==> config.mk <==
export PLATFORM = sky130hd
export DESIGN_NAME = sync_fifo_ctrl
export DESIGN_NICKNAME = d
export VERILOG_FILES = /design/src/rtl/sync_fifo_ctrl.sv
export SDC_FILE = /design/constraint.sdc
export NUM_CORES = 1
export LEC_CHECK = 0
export ABC_AREA = 1
export CORE_ASPECT_RATIO = 1.4
export CORE_UTILIZATION = 30
export CTS_BUF_LIST = sky130_fd_sc_hd__clkbuf_8
export CTS_CLUSTER_SIZE = 24
export DETAILED_ROUTE_END_ITERATION = 8
export SETUP_SLACK_MARGIN = 0.4
export SYNTH_ARGS = -nofsm -noshare
export SYNTH_HDL_FRONTEND = slang
export SYNTH_SLANG_ARGS = --single-unit
==> constraint.sdc <==
create_clock -name clk -period 3.5 [get_ports clk]
set_input_delay 1.05 -clock clk [delete_from_list [all_inputs] [get_ports clk]]
set_output_delay 1.05 -clock clk [all_outputs]
set_load 0.05 [all_outputs]
==> src/rtl/sync_fifo_ctrl.sv <==
// -----------------------------------------------------------------------------
// sync_fifo_ctrl
//
// Purpose:
//   Controller that turns an attached dual-port RAM (registered read port,
//   read-before-write on an address collision) into a synchronous FIFO.
//   It owns the write/read pointers, the occupancy count and the full/empty
//   flags, and drives the RAM's write and read ports combinationally from
//   the accepted push/pop.
//
// Optional feature:
//   FIFO_ERR_FLAGS_EN  when defined, sticky overflow/underflow error flags are
//                      built; when undefined both outputs are tied low and no
//                      error logic exists.
//
// Parameters:
//   RAM_WIDTH   data word width (must match the RAM)
//   RAM_DEPTH   number of entries (must equal 2**ADDR_SIZE)
//   ADDR_SIZE   pointer / RAM address width
//
// Ports:
//   clk           single clock, all logic on posedge
//   rst           synchronous active-high reset (also feeds the RAM's rst)
//   push          producer write request
//   push_data     word to write
//   pop           consumer read request
//   full          FIFO holds RAM_DEPTH words
//   empty         FIFO holds no words
//   count         occupancy, 0..RAM_DEPTH
//   pop_data      popped word, straight from ram_data_out
//   pop_valid     pop_data is valid this cycle
//   overflow      sticky: push attempted and rejected
//   underflow     sticky: pop attempted while empty
//   ram_wr_enb    RAM write enable
//   ram_wr_addr   RAM write address
//   ram_data_in   RAM write data
//   ram_rd_enb    RAM read enable
//   ram_rd_addr   RAM read address
//   ram_data_out  RAM registered read data
// -----------------------------------------------------------------------------
module sync_fifo_ctrl #(
   parameter int RAM_WIDTH = 8,
   parameter int RAM_DEPTH = 256,
   parameter int ADDR_SIZE = 8
) (
   input  logic                 clk,
   input  logic                 rst,
   input  logic                 push,
   input  logic [RAM_WIDTH-1:0] push_data,
   input  logic                 pop,
   output logic                 full,
   output logic                 empty,
   output logic [ADDR_SIZE:0]   count,
   output logic [RAM_WIDTH-1:0] pop_data,
   output logic                 pop_valid,
   output logic                 overflow,
   output logic                 underflow,
   output logic                 ram_wr_enb,
   output logic [ADDR_SIZE-1:0] ram_wr_addr,
   output logic [RAM_WIDTH-1:0] ram_data_in,
   output logic                 ram_rd_enb,
   output logic [ADDR_SIZE-1:0] ram_rd_addr,
   input  logic [RAM_WIDTH-1:0] ram_data_out
);

   // Occupancy value that means "full"; count is one bit wider than the
   // pointers so that full and empty are distinguishable.
   localparam logic [ADDR_SIZE:0]   DEPTH_C     = (ADDR_SIZE+1)'(RAM_DEPTH);
   localparam logic [ADDR_SIZE:0]   CNT_ZERO_C  = '0;
   localparam logic [ADDR_SIZE:0]   CNT_ONE_C   = (ADDR_SIZE+1)'(1);
   localparam logic [ADDR_SIZE-1:0] PTR_ZERO_C  = '0;
   localparam logic [ADDR_SIZE-1:0] PTR_ONE_C   = (ADDR_SIZE)'(1);

   // Pointer arithmetic relies on natural wrap, so the depth must be a
   // power of two matching the address width.
   generate
      if (RAM_DEPTH != (1 << ADDR_SIZE)) begin : g_bad_depth
         $error("sync_fifo_ctrl: RAM_DEPTH must equal 2**ADDR_SIZE");
      end
   endgenerate

   // -------------------------------------------------------------------------
   // State
   // -------------------------------------------------------------------------
   logic [ADDR_SIZE-1:0] wr_ptr_q,    wr_ptr_d;
   logic [ADDR_SIZE-1:0] rd_ptr_q,    rd_ptr_d;
   logic [ADDR_SIZE:0]   count_q,     count_d;
   logic                 full_q,      full_d;
   logic                 empty_q,     empty_d;
   logic                 pop_valid_q, pop_valid_d;

   logic                 push_acc_s;
   logic                 pop_acc_s;

   // Accept decisions. A pop can only be taken when something is stored;
   // a push is taken when there is room, or when a simultaneous accepted pop
   // frees the slot being written (full case: wr_ptr == rd_ptr and the RAM
   // returns the old word before the new one lands).
   always_comb begin
      pop_acc_s  = pop & ~empty_q;
      push_acc_s = push & (~full_q | pop_acc_s);
   end

   // Next-state for pointers, occupancy, flags and the pop-valid pipeline.
   always_comb begin
      wr_ptr_d    = wr_ptr_q;
      rd_ptr_d    = rd_ptr_q;
      count_d     = count_q;
      pop_valid_d = pop_acc_s;

      if (push_acc_s) begin
         wr_ptr_d = wr_ptr_q + PTR_ONE_C;
      end else begin
         wr_ptr_d = wr_ptr_q;
      end

      if (pop_acc_s) begin
         rd_ptr_d = rd_ptr_q + PTR_ONE_C;
      end else begin
         rd_ptr_d = rd_ptr_q;
      end

      // Simultaneous push and pop leave the occupancy unchanged.
      case ({push_acc_s, pop_acc_s})
         2'b10:   count_d = count_q + CNT_ONE_C;
         2'b01:   count_d = count_q - CNT_ONE_C;
         default: count_d = count_q;
      endcase

      // Flags are decoded from the next count and registered, so they never
      // depend combinationally on push/pop in the cycle they are observed.
      full_d  = (count_d == DEPTH_C);
      empty_d = (count_d == CNT_ZERO_C);
   end

   // Main state register with synchronous reset; reset empties the FIFO and
   // squashes any pop accepted in the reset cycle.
   always_ff @(posedge clk) begin
      if (rst) begin
         wr_ptr_q    <= PTR_ZERO_C;
         rd_ptr_q    <= PTR_ZERO_C;
         count_q     <= CNT_ZERO_C;
         full_q      <= 1'b0;
         empty_q     <= 1'b1;
         pop_valid_q <= 1'b0;
      end else begin
         wr_ptr_q    <= wr_ptr_d;
         rd_ptr_q    <= rd_ptr_d;
         count_q     <= count_d;
         full_q      <= full_d;
         empty_q     <= empty_d;
         pop_valid_q <= pop_valid_d;
      end
   end

   // -------------------------------------------------------------------------
   // Optional sticky error flags
   // -------------------------------------------------------------------------
`ifdef FIFO_ERR_FLAGS_EN
   logic overflow_q,  overflow_d;
   logic underflow_q, underflow_d;

   // Error flags accumulate until reset: a push that was not taken, or a pop
   // issued while the FIFO was empty.
   always_comb begin
      overflow_d  = overflow_q  | (push & ~push_acc_s);
      underflow_d = underflow_q | (pop & empty_q);
   end

   // Error flag registers, cleared only by reset.
   always_ff @(posedge clk) begin
      if (rst) begin
         overflow_q  <= 1'b0;
         underflow_q <= 1'b0;
      end else begin
         overflow_q  <= overflow_d;
         underflow_q <= underflow_d;
      end
   end

   assign overflow  = overflow_q;
   assign underflow = underflow_q;
`else
   assign overflow  = 1'b0;
   assign underflow = 1'b0;
`endif

   // -------------------------------------------------------------------------
   // Outputs
   // -------------------------------------------------------------------------
   assign full      = full_q;
   assign empty     = empty_q;
   assign count     = count_q;
   assign pop_valid = pop_valid_q;

   // The RAM's read port is itself registered, so the data lines up with
   // pop_valid without any extra staging here.
   assign pop_data  = ram_data_out;

   // RAM ports are driven in the same cycle as the accept decision.
   assign ram_wr_enb  = push_acc_s;
   assign ram_wr_addr = wr_ptr_q;
   assign ram_data_in = push_data;
   assign ram_rd_enb  = pop_acc_s;
   assign ram_rd_addr = rd_ptr_q;

endmodule
==> impl_metrics.ini <==
[outcome]
status = finished clean

[worst_setup_path]
cp_max_fo = 3
critPathArrivalTime_ns = 1.98
critPathLaunchType = primary input
crit_type = primary input to output port
critPathCaptureType = output port
crit_required_ns = 2.45

[floorplanning]
die_area_um2 = 6550
core_area_um2 = 5950
dieHeight_um = 95.4
start_util_pct = 31.4
fp.dieW_um = 68.7
pin_count = 68
rows = 33

[grt]
met2_usage_pct = 27.9
grt_max_degree = 16
grt_antenna_before_repair = 0
met1_usage_pct = 16.5
met3_usage_pct = 1.08
grt_usage_pct = 14.7
gr-max-usage-layer = met2
grt_pass1_wl_um = 7570
overflow = 0
grt_pass1_vias = 1842

[sta]
worst_pin_slew_ns = 0.506
fin_crit_ns = 3.03
fin_ws_ns = 0.466
rsz0062_at_grt = false
hold_violations = 0
setup_viol = 0
fin_tns_setup_ns = 0
fin_crit_sh_pct = 86.7
finClkSkew_ns = 0.00511
max_slew_margin_pct = 66.1
drv_slew = 0
max_freq_ghz = 0.330

[place]
io_buffers = 33
dp_hpwl_um = 3420
gp_congestion = 0.882
dp_slack_ns = -0.0392
placed_area_um2 = 2340

[synthesis]
synth-seq-area-share_pct = 30.0
syn_area_per_cell_um2 = 6.17
synth_warnings = 0
synth-compound-area-share_pct = 6.90
synth_area_leaders = dfxtp_1, nand2_1, inv_1
synthMuxAreaShare_pct = 0
synth_cells = 303
synthDistinctLibCells = 25
synth.top_cell.area_share_pct = 30.0
yosys.area_share.simple_pct = 40.7
synthAdderAreaFrac_pct = 3.35
synth_top_cell_by_area = dfxtp_1
synth_seq_cells = 28
synth_flop_cell = dfxtp_1
synth_top_family_by_area = simple AND/OR/NAND/NOR gates
async_flop_share_pct = 0
synth_area_um2 = 1870
synth_xor_area_share_pct = 1.41
synth_enable_flop_cells = 0

[clock_tree]
clock-sinks = 28
cts_made_buffers = 3
ctsLongestPathBuffers = 2
cts_setup_buffers = 0
cts_tree = done
clk_latency_ns = 0.28
cts.htree.levels = 1
ctsRootBufferMaster = clkbuf_8
hold_buffers = 0
clk_pin_slew_worst_paths_ns = 0.09

[hold_path]
hp-class = register to register

[flow_run]
maxCapViolations = 0

[final_layout]
antenna_cells = 0
final_cell_mix = nand2_1, inv_1, nor2_1
mostFrequentLayoutCell = nand2_1
nNetsFinal = 360
layout-drive-gt1-share_pct = 16.5
final_area_um2 = 2390
synthToLayoutAreaGrowth_pct = 27.8

[power]
powerDensity_nw_per_um2 = 429
p_leak_nw = 1.10
p_total_mw = 1.03
ir_drop_mv = 0.308

[route]
wire_per_inst_um = 10.5
drt-pass1-iter-count = 4
drcViolationCount = 0
drt-total-wl_um = 4220
drt_iter0_markers = 68
vias_per_cell = 4.60
antenna_left = 0
vias = 1858
[final timing paths]
path | end | slack [ns] | cells after the start | from
worst max-delay path | ram_wr_enb | 0.47 | 5 | push
worst min-delay path | ram_wr_addr[7]$_SDFFE_PP0P_ | 0.47 | 2 | ram_wr_addr[7]$_SDFFE_PP0P_
worst max register to register | full$_SDFF_PP0_ | 1.33 | 18 | empty$_SDFF_PP1_
worst min register to register | ram_wr_addr[7]$_SDFFE_PP0P_ | 0.47 | 2 | ram_wr_addr[7]$_SDFFE_PP0P_
[state kept, by name, indices dropped and copies added (netlist names)]
| signal | flops |
|---|---|
| pop_valid | 1 |
| full | 1 |
| count | 9 |
| ram_wr_addr | 8 |
| empty | 1 |
| ram_rd_addr | 8 |
[cells by family (layout without fill, tap and decap cells)]
group / after synthesis / in the layout
other: 1 / 2
adders and majority gates: 5 / 5
buffers and inverters: 66 / 96
and+or+nand+nor: 175 / 175
xor gates and xnor gates: 3 / 3
DFF: 28 / 28
AOI/OAI and AO/OA: 25 / 25
[layout make-up]
type / count / area, um^2
multi-input combinational: 210 / 1040
fill: 651 / 3560
tap: 70 / 87.6
timing repair buffer: 49 / 465
sequential: 28 / 561
inverter: 43 / 176
clock buffer: 4 / 55.1
[synth_stat cells, drive strengths merged, types with 2 or more instances]
| cell | instances |
|---|---|
| a21oi | 14 |
| buf | 21 |
| clkbuf | 2 |
| dfxtp | 28 |
| ha | 5 |
| inv | 43 |
| nand2 | 103 |
| nand3 | 27 |
| nand4 | 2 |
| nor2 | 36 |
| nor3 | 5 |
| o21ai | 11 |
| xor2 | 3 |
[where the power goes]
part           switching [mW]  internal (mW)
combinational           0.280          0.164
clock                   0.100          0.101
sequential             0.0363          0.344
total                   0.417          0.608
[timing repair]
action	in CTS	in global routing
cloned	0	0
resized for setup	3	2
endpoints found under the setup margin	7	1
[critical path, stage by stage]
cell             delay (ns)
clkdlybuf4s50_1        0.49
nand2_2                0.09
buf_4                  0.15
inv_2                  0.07
buf_12                 0.13
[metal layers]
metal  routed length (um)  part of all wire, %
met1                 1760                   42
met2                 2250                   53
met3                  141                  3.3
met4                   72                  1.7
met5                    0                    0
[stage by stage]
| step | instances | hold slack, ns | util [%] |
|---|---|---|---|
| after global routing | 404 | 0.526 | 40.2 |
| after CTS | 404 | 0.477 | 40.3 |
| after global placement | 400 | 0.453 | 39.3 |
| after floorplan | 304 | 0.685 | - |
| final | 404 | 0.470 | 40.2 |
| after detailed placement | 400 | 0.455 | 39.3 |
(Power assumes the default switching activity.)
